===== src/rtl/ahb_slv_port_sched_if.sv =====
// Bundle of request/grant and data-phase tracking signals between the masters
// sharing one AHB-Lite slave port and that port's scheduler.
//   req/seq/lock : per-master pending transfer, burst continuation, HMASTLOCK
//   hready_s     : slave HREADYOUT
//   addr_gnt/addr_valid/accept : address-phase grant, real transfer, taken
//   data_owner/data_valid      : registered data-phase owner and activity
// Modport "master" is the side presenting requests; "slave" is the scheduler.
interface ahb_slv_port_sched_if #(
  parameter int unsigned MST_NUM = 3
);
  logic [MST_NUM-1:0] req;
  logic [MST_NUM-1:0] seq;
  logic [MST_NUM-1:0] lock;
  logic               hready_s;
  logic [MST_NUM-1:0] addr_gnt;
  logic               addr_valid;
  logic [MST_NUM-1:0] accept;
  logic [MST_NUM-1:0] data_owner;
  logic               data_valid;

  modport master (
    output req, seq, lock, hready_s,
    input  addr_gnt, addr_valid, accept, data_owner, data_valid
  );

  modport slave (
    input  req, seq, lock, hready_s,
    output addr_gnt, addr_valid, accept, data_owner, data_valid
  );
endinterface


===== src/rtl/ahb_slv_port_sched.sv =====
// Per-slave-port scheduler for the AHB-Lite matrix. Round-robin address-phase
// arbitration among MST_NUM masters with burst and HMASTLOCK hold, grant freeze
// while the slave stalls, and tracking of the data-phase owner.
// Ports:
//   clk  : clock, rising edge
//   rst  : asynchronous active-high reset
//   bus  : ahb_slv_port_sched_if.slave (req/seq/lock/hready_s in;
//          addr_gnt/addr_valid/accept combinational out;
//          data_owner/data_valid registered out)
module ahb_slv_port_sched #(
  parameter int unsigned MST_NUM = 3,
  parameter bit          LOCK_EN = 1'b1
) (
  input  logic                    clk,
  input  logic                    rst,
  ahb_slv_port_sched_if.slave     bus
);

  localparam int unsigned PTR_W = (MST_NUM > 1) ? $clog2(MST_NUM) : 1;

  typedef enum logic {FREE, LOCKED} state_t;

  state_t             state_q;
  logic [PTR_W-1:0]   last_ptr_q;
  logic [MST_NUM-1:0] gnt_q;
  logic               stall_q;
  logic [MST_NUM-1:0] data_owner_q;
  logic               data_valid_q;

  logic [MST_NUM-1:0] owner_oh;
  logic [MST_NUM-1:0] rr_gnt;
  logic               rr_found;
  logic [PTR_W-1:0]   rr_idx;
  logic [MST_NUM-1:0] gnt_c;
  logic               addr_valid_c;
  logic [MST_NUM-1:0] accept_c;
  logic [PTR_W-1:0]   acc_idx;

  assign owner_oh = MST_NUM'(1) << last_ptr_q;

  // Round-robin search starting just after the last accepted master.
  always_comb begin
    rr_gnt   = '0;
    rr_found = 1'b0;
    rr_idx   = '0;
    for (int unsigned k = 1; k <= MST_NUM; k++) begin
      rr_idx = PTR_W'((32'(last_ptr_q) + k) % MST_NUM);
      if (!rr_found && bus.req[rr_idx]) begin
        rr_gnt[rr_idx] = 1'b1;
        rr_found       = 1'b1;
      end
    end
  end

  // Grant priority: stall freeze, lock hold, burst hold, round-robin.
  always_comb begin
    gnt_c = '0;
    if (rst)
      gnt_c = '0;
    else if (stall_q)
      gnt_c = gnt_q;
    else if (LOCK_EN && (state_q == LOCKED))
      gnt_c = owner_oh;
    else if (bus.req[last_ptr_q] && bus.seq[last_ptr_q])
      gnt_c = owner_oh;
    else
      gnt_c = rr_gnt;
  end

  assign addr_valid_c = |(gnt_c & bus.req);
  assign accept_c     = gnt_c & bus.req & {MST_NUM{bus.hready_s}};

  // Index of the accepted master (accept is one-hot or zero).
  always_comb begin
    acc_idx = '0;
    for (int unsigned m = 0; m < MST_NUM; m++) begin
      if (accept_c[m]) acc_idx = PTR_W'(m);
    end
  end

  // Lock FSM, pointer and data-phase tracking; all advance only when the slave is ready.
  always_ff @(posedge clk or posedge rst) begin
    if (rst) begin
      state_q      <= FREE;
      last_ptr_q   <= PTR_W'(MST_NUM - 1);
      gnt_q        <= '0;
      stall_q      <= 1'b0;
      data_owner_q <= '0;
      data_valid_q <= 1'b0;
    end else begin
      gnt_q   <= gnt_c;
      stall_q <= addr_valid_c & ~bus.hready_s;
      if (bus.hready_s) begin
        if (|accept_c) begin
          last_ptr_q   <= acc_idx;
          data_owner_q <= accept_c;
          data_valid_q <= 1'b1;
        end else begin
          data_owner_q <= '0;
          data_valid_q <= 1'b0;
        end
        case (state_q)
          FREE:    if (LOCK_EN && |(accept_c & bus.lock)) state_q <= LOCKED;
          LOCKED:  if (!bus.lock[last_ptr_q]) state_q <= FREE;
          default: state_q <= FREE;
        endcase
      end
    end
  end

  assign bus.addr_gnt   = gnt_c;
  assign bus.addr_valid = addr_valid_c;
  assign bus.accept     = accept_c;
  assign bus.data_owner = data_owner_q;
  assign bus.data_valid = data_valid_q;

endmodule


===== src/flat_wrapper.sv =====
// flat-port wrapper written by rule: the top's interface ports become plain ports
module ahb_slv_port_sched_flat 
#(
  parameter int unsigned MST_NUM = 3,
  parameter bit          LOCK_EN = 1'b1
)
  (clk, rst, bus_req, bus_seq, bus_lock, bus_hready_s, bus_addr_gnt, bus_addr_valid, bus_accept, bus_data_owner, bus_data_valid);
  ahb_slv_port_sched_if #(.MST_NUM(MST_NUM)) bus_i ();
  input  logic clk;
  input  logic rst;
  input wire logic [$bits(bus_i.req)-1:0] bus_req;
  input wire logic [$bits(bus_i.seq)-1:0] bus_seq;
  input wire logic [$bits(bus_i.lock)-1:0] bus_lock;
  input wire logic [$bits(bus_i.hready_s)-1:0] bus_hready_s;
  output wire logic [$bits(bus_i.addr_gnt)-1:0] bus_addr_gnt;
  output wire logic [$bits(bus_i.addr_valid)-1:0] bus_addr_valid;
  output wire logic [$bits(bus_i.accept)-1:0] bus_accept;
  output wire logic [$bits(bus_i.data_owner)-1:0] bus_data_owner;
  output wire logic [$bits(bus_i.data_valid)-1:0] bus_data_valid;
  assign bus_i.req = bus_req;
  assign bus_i.seq = bus_seq;
  assign bus_i.lock = bus_lock;
  assign bus_i.hready_s = bus_hready_s;
  assign bus_addr_gnt = bus_i.addr_gnt;
  assign bus_addr_valid = bus_i.addr_valid;
  assign bus_accept = bus_i.accept;
  assign bus_data_owner = bus_i.data_owner;
  assign bus_data_valid = bus_i.data_valid;
  ahb_slv_port_sched #(.MST_NUM(MST_NUM), .LOCK_EN(LOCK_EN)) u_core (.clk(clk), .rst(rst), .bus(bus_i));
endmodule

===== config.mk =====
export PLATFORM = sky130hd
export DESIGN_NAME = ahb_slv_port_sched_flat
export DESIGN_NICKNAME = d
export VERILOG_FILES = /design/src/rtl/ahb_slv_port_sched_if.sv /design/src/rtl/ahb_slv_port_sched.sv /design/src/flat_wrapper.sv
export SDC_FILE = /design/constraint.sdc
export NUM_CORES = 1
export LEC_CHECK = 0
export ABC_AREA = 1
export ABC_CLOCK_PERIOD_IN_PS = 3420
export CAP_MARGIN = 20
export CORE_MARGIN = 3
export CORE_UTILIZATION = 50
export CTS_BUF_LIST = sky130_fd_sc_hd__clkbuf_2 sky130_fd_sc_hd__clkbuf_4 sky130_fd_sc_hd__clkbuf_8
export CTS_CLUSTER_SIZE = 28
export DETAILED_ROUTE_END_ITERATION = 6
export PLACE_DENSITY = 0.9
export RECOVER_POWER = 50
export SLEW_MARGIN = 10
export SYNTH_ARGS = -nofsm -noshare
export SYNTH_HDL_FRONTEND = slang
export SYNTH_SLANG_ARGS = --single-unit

===== constraint.sdc =====
create_clock -name clk -period 3.42 [get_ports clk]
set_input_delay 0.684 -clock clk [delete_from_list [all_inputs] [get_ports clk]]
set_output_delay 0.684 -clock clk [all_outputs]
set_load 0.05 [all_outputs]

Word level (Yosys, flattened, before mapping) --
Index checks and enable logic that the tools add are counted.
Word-level totals: logic and storage cells 74, output and inout port bits 11, register bits after elaboration 11
Cells by class: multiplexer cells 34, div/mod/pow operators 3, reductions and logical operators 12, shift-type cells 1, order comparisons 7, add/sub/neg operators 3, bitwise gates (word level) 8
Operators by type and width (count):
- remainder unit 32 x 2 -> 32 bit, second input constant | 3
- two-way mux 3 bit | 8
- two-way mux 1 bit | 15
- binary-select mux 1 bit (select 2 bit) | 6
- less-than comparator 2 x 3 -> 1 bit, second input constant | 4
- bitwise AND 3 bit | 3
- OR reduction 3 bit | 3
- adder 2 x 2 -> 3 bit, second input constant | 2
- demux 1 bit (select 2 bit) | 3
- >= comparator 2 x 1 -> 1 bit, second input constant | 3
- logical AND 1 bit | 6
- bitwise OR 3 bit | 2
- adder 2 x 1 -> 3 bit, second input constant | 1
- left shift 1 x 2 -> 3 bit, first input constant | 1
- logical NOT 1 bit | 2
- two-way mux 2 bit | 1
- NOT 1 bit | 2
- case mux 1 bit (2 select lines) | 1
- AND reduction 2 bit | 1
- bitwise AND 1 bit | 1

Logic depth before layout (Yosys ltp) --
depth after elaboration 21, gate-level depth with buffers 16, mapped depth without buffers 16

Worst setup path before layout --
OpenSTA, ideal clock, no wires.
path type register -> output, start point reg u_core.last_ptr_q[1], end point out bus_addr_valid, buffers on the path 0, stages on the path, launching flop included 15, setup slack 0.156 ns, data required time 2.736 ns, arrival 2.580 ns, cell sequence dfstp_2 inv_2 ha_1 inv_2 nand2_2 nand3_2 nand2_2 nand3_1 nand2_1 inv_1 nand2_1 nand2_1 a21oi_2 nand2_1 nand3_1
Between the ends: longest elaborated chain between the ends 17
RTL lines:
- start: declaration | line ahb_slv_port_sched.sv:24 | logic [PTR_W-1:0] last_ptr_q;
- start signal: assignment | line ahb_slv_port_sched.sv:85 | last_ptr_q <= PTR_W'(MST_NUM - 1);
- start signal: assignment | line ahb_slv_port_sched.sv:95 | last_ptr_q <= acc_idx;
- adder 2 x 1 -> 3 bit | line ahb_slv_port_sched.sv:47 | rr_idx = PTR_W'((32'(last_ptr_q) + k) % MST_NUM);
- remainder unit 32 x 2 -> 32 bit | line ahb_slv_port_sched.sv:47
- less-than comparator 2 x 3 -> 1 bit (implied by the code), or another cell as far along | line ahb_slv_port_sched.sv:49 | rr_gnt[rr_idx] = 1'b1;
- logical AND 1 bit (implied by the code) or two-way mux 1 bit (tied branches) | line ahb_slv_port_sched.sv:49, ahb_slv_port_sched.sv:48
- two-way mux 1 bit, on equally long branches | line ahb_slv_port_sched.sv:49, ahb_slv_port_sched.sv:48
- demux 1 bit (select 2 bit) or logical NOT 1 bit (tied branches)
- two-way mux 3 bit or logical AND 1 bit (tied branches) | line ahb_slv_port_sched.sv:48 | if (!rr_found && bus.req[rr_idx]) begin
- bitwise OR 3 bit (no line) or two-way mux 1 bit (tied branches)
- [... 2 more ...]
- two-way mux 3 bit | line ahb_slv_port_sched.sv:48
- two-way mux 3 bit | line ahb_slv_port_sched.sv:64 | else if (bus.req[last_ptr_q] && bus.seq[last_ptr_q])
- two-way mux 3 bit (*) | line ahb_slv_port_sched.sv:62 | else if (LOCK_EN && (state_q == LOCKED))
- two-way mux 3 bit (*) | line ahb_slv_port_sched.sv:60 | else if (stall_q)
- two-way mux 3 bit (*) | line ahb_slv_port_sched.sv:58 | if (rst)
- named net bus_addr_gnt[0] | line flat_wrapper.sv:15 | output wire logic [$bits(bus_i.addr_gnt)-1:0] bus_addr_gnt;
- bitwise AND 3 bit (*) | line ahb_slv_port_sched.sv:70 | assign addr_valid_c = |(gnt_c & bus.req);
- OR reduction 3 bit (*) | line ahb_slv_port_sched.sv:70
- end: declaration | line flat_wrapper.sv:16 | output wire logic [$bits(bus_i.addr_valid)-1:0] bus_addr_valid;
Mark *: on every way through the listed nets, which the timed path passes. The rest lies on a longest branch. The select of a mux whose other input is x is not followed.

Final worst setup path --
start point in rst, end point out bus_addr_valid
Between the ends: longest elaborated chain between the ends 3
RTL lines:
- start: declaration | line flat_wrapper.sv:10 | input logic rst;
- two-way mux 3 bit | line ahb_slv_port_sched.sv:58
- bitwise AND 3 bit | line ahb_slv_port_sched.sv:70
- OR reduction 3 bit | line ahb_slv_port_sched.sv:70
No other way between the ends.

==> results <==
-- worst reg2reg max path, cell delays in order, from the launching register on --
cell	delay [ps]
dfrtp_1	450
inv_2	180
ha_2	260
inv_2	70
nand2_1	90
nand3_1	120
nand2_1	160
nor2_1	70
nand2_1	50
nand2_1	50
nand2_1	60
nand2_2	60
a21oi_4	220
nand3_2	110
buf_4	170
nand4_1	60
o21ai_1	60
-- cell usage in the layout, fill, tap and decap left out --
| cell | instances |
|---|---|
| dlymetal6s2s_1 | 3 |
| dlygate4sd3_1 | 3 |
| nand3_2 | 3 |
| o21ai_0 | 5 |
| buf_12 | 7 |
| inv_2 | 8 |
| nor2_1 | 3 |
| ha_2 | 1 |
| dfrtp_1 | 10 |
| nand3_1 | 12 |
| ha_4 | 1 |
| a21oi_1 | 3 |
| a21oi_2 | 1 |
| clkdlybuf4s50_1 | 9 |
| a21oi_4 | 2 |
| nand4_1 | 11 |
| ha_1 | 3 |
| a31oi_1 | 1 |
| buf_4 | 4 |
| dfstp_2 | 1 |
| o21ai_1 | 4 |
| nand2_2 | 3 |
| nand2_1 | 44 |
| o21ai_2 | 1 |
| clkbuf_4 | 4 |
| inv_4 | 1 |
| or2_1 | 1 |
| inv_1 | 13 |
-- flip-flops by register name, summed over array words and instances (netlist names) --
signal,cells
u_core.bus.data_owner,3
u_core.gnt_q,3
u_core.last_ptr_q,2
u_core.bus.data_valid,1
u_core.stall_q,1
u_core.state_q,1
-- power breakdown --
group / internal [mW] / switching (mW)
combinational: 0.418 / 0.682
sequential: 0.182 / 0.0360
clock: 0.0531 / 0.0420
total: 0.653 / 0.760
-- repair_timing --
action,in CTS,in global routing
cloned,0,0
pin swaps,0,1
hold buffers,0,0
buffers inserted,0,1
endpoints found under the setup margin,1,3
gates resized for setup,1,8
-- worst paths after layout --
kind | start | to | slack [ps] | cells past startpoint
hold / removal | u_core.bus.data_owner[2] | u_core.bus.data_owner[2] | 480 | 2
max in group asynchronous | rst | u_core.last_ptr_q[1] | 2200 | 2
setup reg to reg | u_core.last_ptr_q[0] | u_core.last_ptr_q[0] | 1080 | 16
min in group asynchronous | rst | u_core.last_ptr_q[0] | 870 | 2
hold reg to reg | u_core.bus.data_owner[2] | u_core.bus.data_owner[2] | 480 | 2
setup / recovery | rst | bus_addr_valid | 200 | 7
-- final cells by class --
class	instances	area (µm²)	share of cell area, %
multi-input combinational	99	554	42.5
tap	24	30.0	2.30
timing repair buffer	26	328	25.1
inverter	22	85.1	6.53
clock buffer	4	30.0	2.30
sequential	11	277	21.2
-- cell families (layout without fill, tap and decap cells) --
kind of cell	Yosys count	count (layout)	share of synthesized area, %
AO/OA/AOI/OAI	17	17	12.6
buffers and inverters	26	52	11.7
adder cells (fa/ha/maj)	5	5	6.78
AND/OR/NAND/NOR	77	77	39.0
flip-flops	11	11	29.9
-- per-stage QoR --
stage                     std cells  utilization [%]  setup WS [ps]  power, mW  hold slack [ps]
after floorplan                 136                -            156      0.895              469
after global placement          181             77.0            158       1.22              465
after detailed placement        181             77.0           49.6       1.26              477
after CTS                       185             79.0           33.0       1.37              494
after global routing            186             80.9           14.2       1.52              516
final                           186             80.9            199       1.41              484
-- metal layers --
metal,vias up,GRT usage [%]
li1,497,-
met1,465,27.2
met2,61,40.0
met3,12,5.50
met4,0,9.95
met5,-,0
==> impl_summary.txt <==
----------------------------------------------------
[Clock network]
  Number of levels the H-tree was split into ... 1
  Root buffer cell ... clkbuf_4
  Max Buffers Root-to-Sink ... 2
  Worst-Skew Late Latency ... 270 ps
  Clock transition at path regs ... 70 ps
  TritonCTS clock tree ... done
  Number of sinks driven by the clock tree ... 11
  Total CTS buffers ... 3

[Yosys]
  Flops & latches, synth ... 11
  Dominant cell by count in the synthesized netlist ... nand2_1
  Avg Synthesized Cell Area ... 6.79 µm²
  Cells after synthesis ... between 100 and 150
  Area leader, netlist ... dfrtp_1
  Count of flip-flops with a built-in enable after synthesis ... 0
  Leading post-synthesis cells by cell area ... dfrtp_1, nand2_1, nand4_1
  FFs w/ async S/R, synth ... 100%
  Post-synth top flop ... dfrtp_1
  Proportion of synthesized chip area in sequential cells ... approximately 30%
  Number of distinct library cells after synthesis ... 21
  Fraction of synthesized cell area taken by the top area cell type ... between 20% and 30%
  Summed instance area of the synthesized netlist ... between 900 and 1000 µm²
  Ys Warns ... 0
  Net count of the mapped netlist ... 153
  Top post-synthesis cells by count ... nand2_1, inv_1, nand3_1

[Route]
  Remaining antenna violation count after routing ... 0
  Via density per instance ... 5.56
  Top metal layer carrying routed signals ... met4
  Wire length per cell after detailed routing ... around 14 µm
  DRC violation count after routing ... 0
  Post-Route WL ... 2.54 mm
  First drt pass iteration count ... 4
  WL met3 ... roughly 170 µm
  Number of vias in the routed layout ... ~1000
  Met2 wire length ... 1.25 mm
  Total routed wire length on the met1 layer ... 1.04 mm
  First-iteration detailed-routing DRC count ... 55

[Placed design]
  Placer congestion estimate ... 0.885
  Port-buffer cells ... 22
  Placed wire-length estimate ... 2.01 mm
  Standard cell area after detailed placement ... approximately 1200 µm²

[Timing]
  Max_slew headroom ... 65.5%
  Setup repair after global routing missed its margin ... no
  Clock Skews ... ~2.7 ps
  Transition time at the pin with the least slew margin ... between 500 and 600 ps
  Min cycle time layout ... 3220 ps
  Period utilisation layout ... 94.2%
  Setup Viol. Count Final ... 0
  Final count of hold timing violations ... 0
  Setup TNS after final layout ... 0 ps
  Max Clk Rate ... ~310 MHz
  Final number of max-transition violations ... 0

[GRT]
  Total routing resource utilization after global routing ... 23.2%
  Largest net degree at the start of global routing ... 15
  Vias in the first global route ... roughly 1000
  Antenna violations before repair ... 0
  Wire length of the first global-routing pass ... 4.40 mm
  Total global routing overflow ... 0

[Floorplanning]
  Die ar. ... about 2400 µm²
  Die X-Extent ... slightly below 50 µm
  Die boundary height ... 49.0 µm
  Initial core utilization ... 57.3%
  Floorplan core area ... 1610 µm²
  Row count ... 14
  Number of top-level pins ... 23

[Hold path]
  Worst min-delay path class ... register to register

[Worst setup path]
  Data required time at the worst endpoint ... between 2000 and 3000 ps
  Worst stage delay on the critical path ... 530 ps
  Crit path cell chain ... dlygate4sd3_1, inv_1, o21ai_0, a21oi_4, nand2_1, nand3_1, buf_12
  Buffer and inverter count on the worst path ... 3
  Top cell family by delay on the critical path ... buffers and inverters
  Crit path capture type ... primary output
  Worst endpoint data arrival time ... about 2500 ps
  Start-to-end type of the worst setup path ... input pin to primary output
  Library cell contributing the largest single delay on the critical path ... dlygate4sd3_1
  Crit Path Max Fanout ... 14
  Critical path launch point type ... input pin

[Final layout]
  Finished Cell Area ... roughly 1300 µm²
  Area growth from synthesis to final layout ... 41.2%
  Final layout net count ... 180
  Fraction of layout cells with a size suffix above 1 ... 22.8%
  Antenna diodes ... 0
  Total of fill cells in the finished design ... 95

[Power]
  Worst-case vdd ir drop ... 0.676 mV
  Power density over the cells ... 1080 nW/µm²
  P_leak ... 0.705 nW

[Run status]
  Status ... completed

[Job]
  Number of max-cap violations ... 0

----------------------------------------------------
No activity file was read; power rests on OpenSTA's default activity.
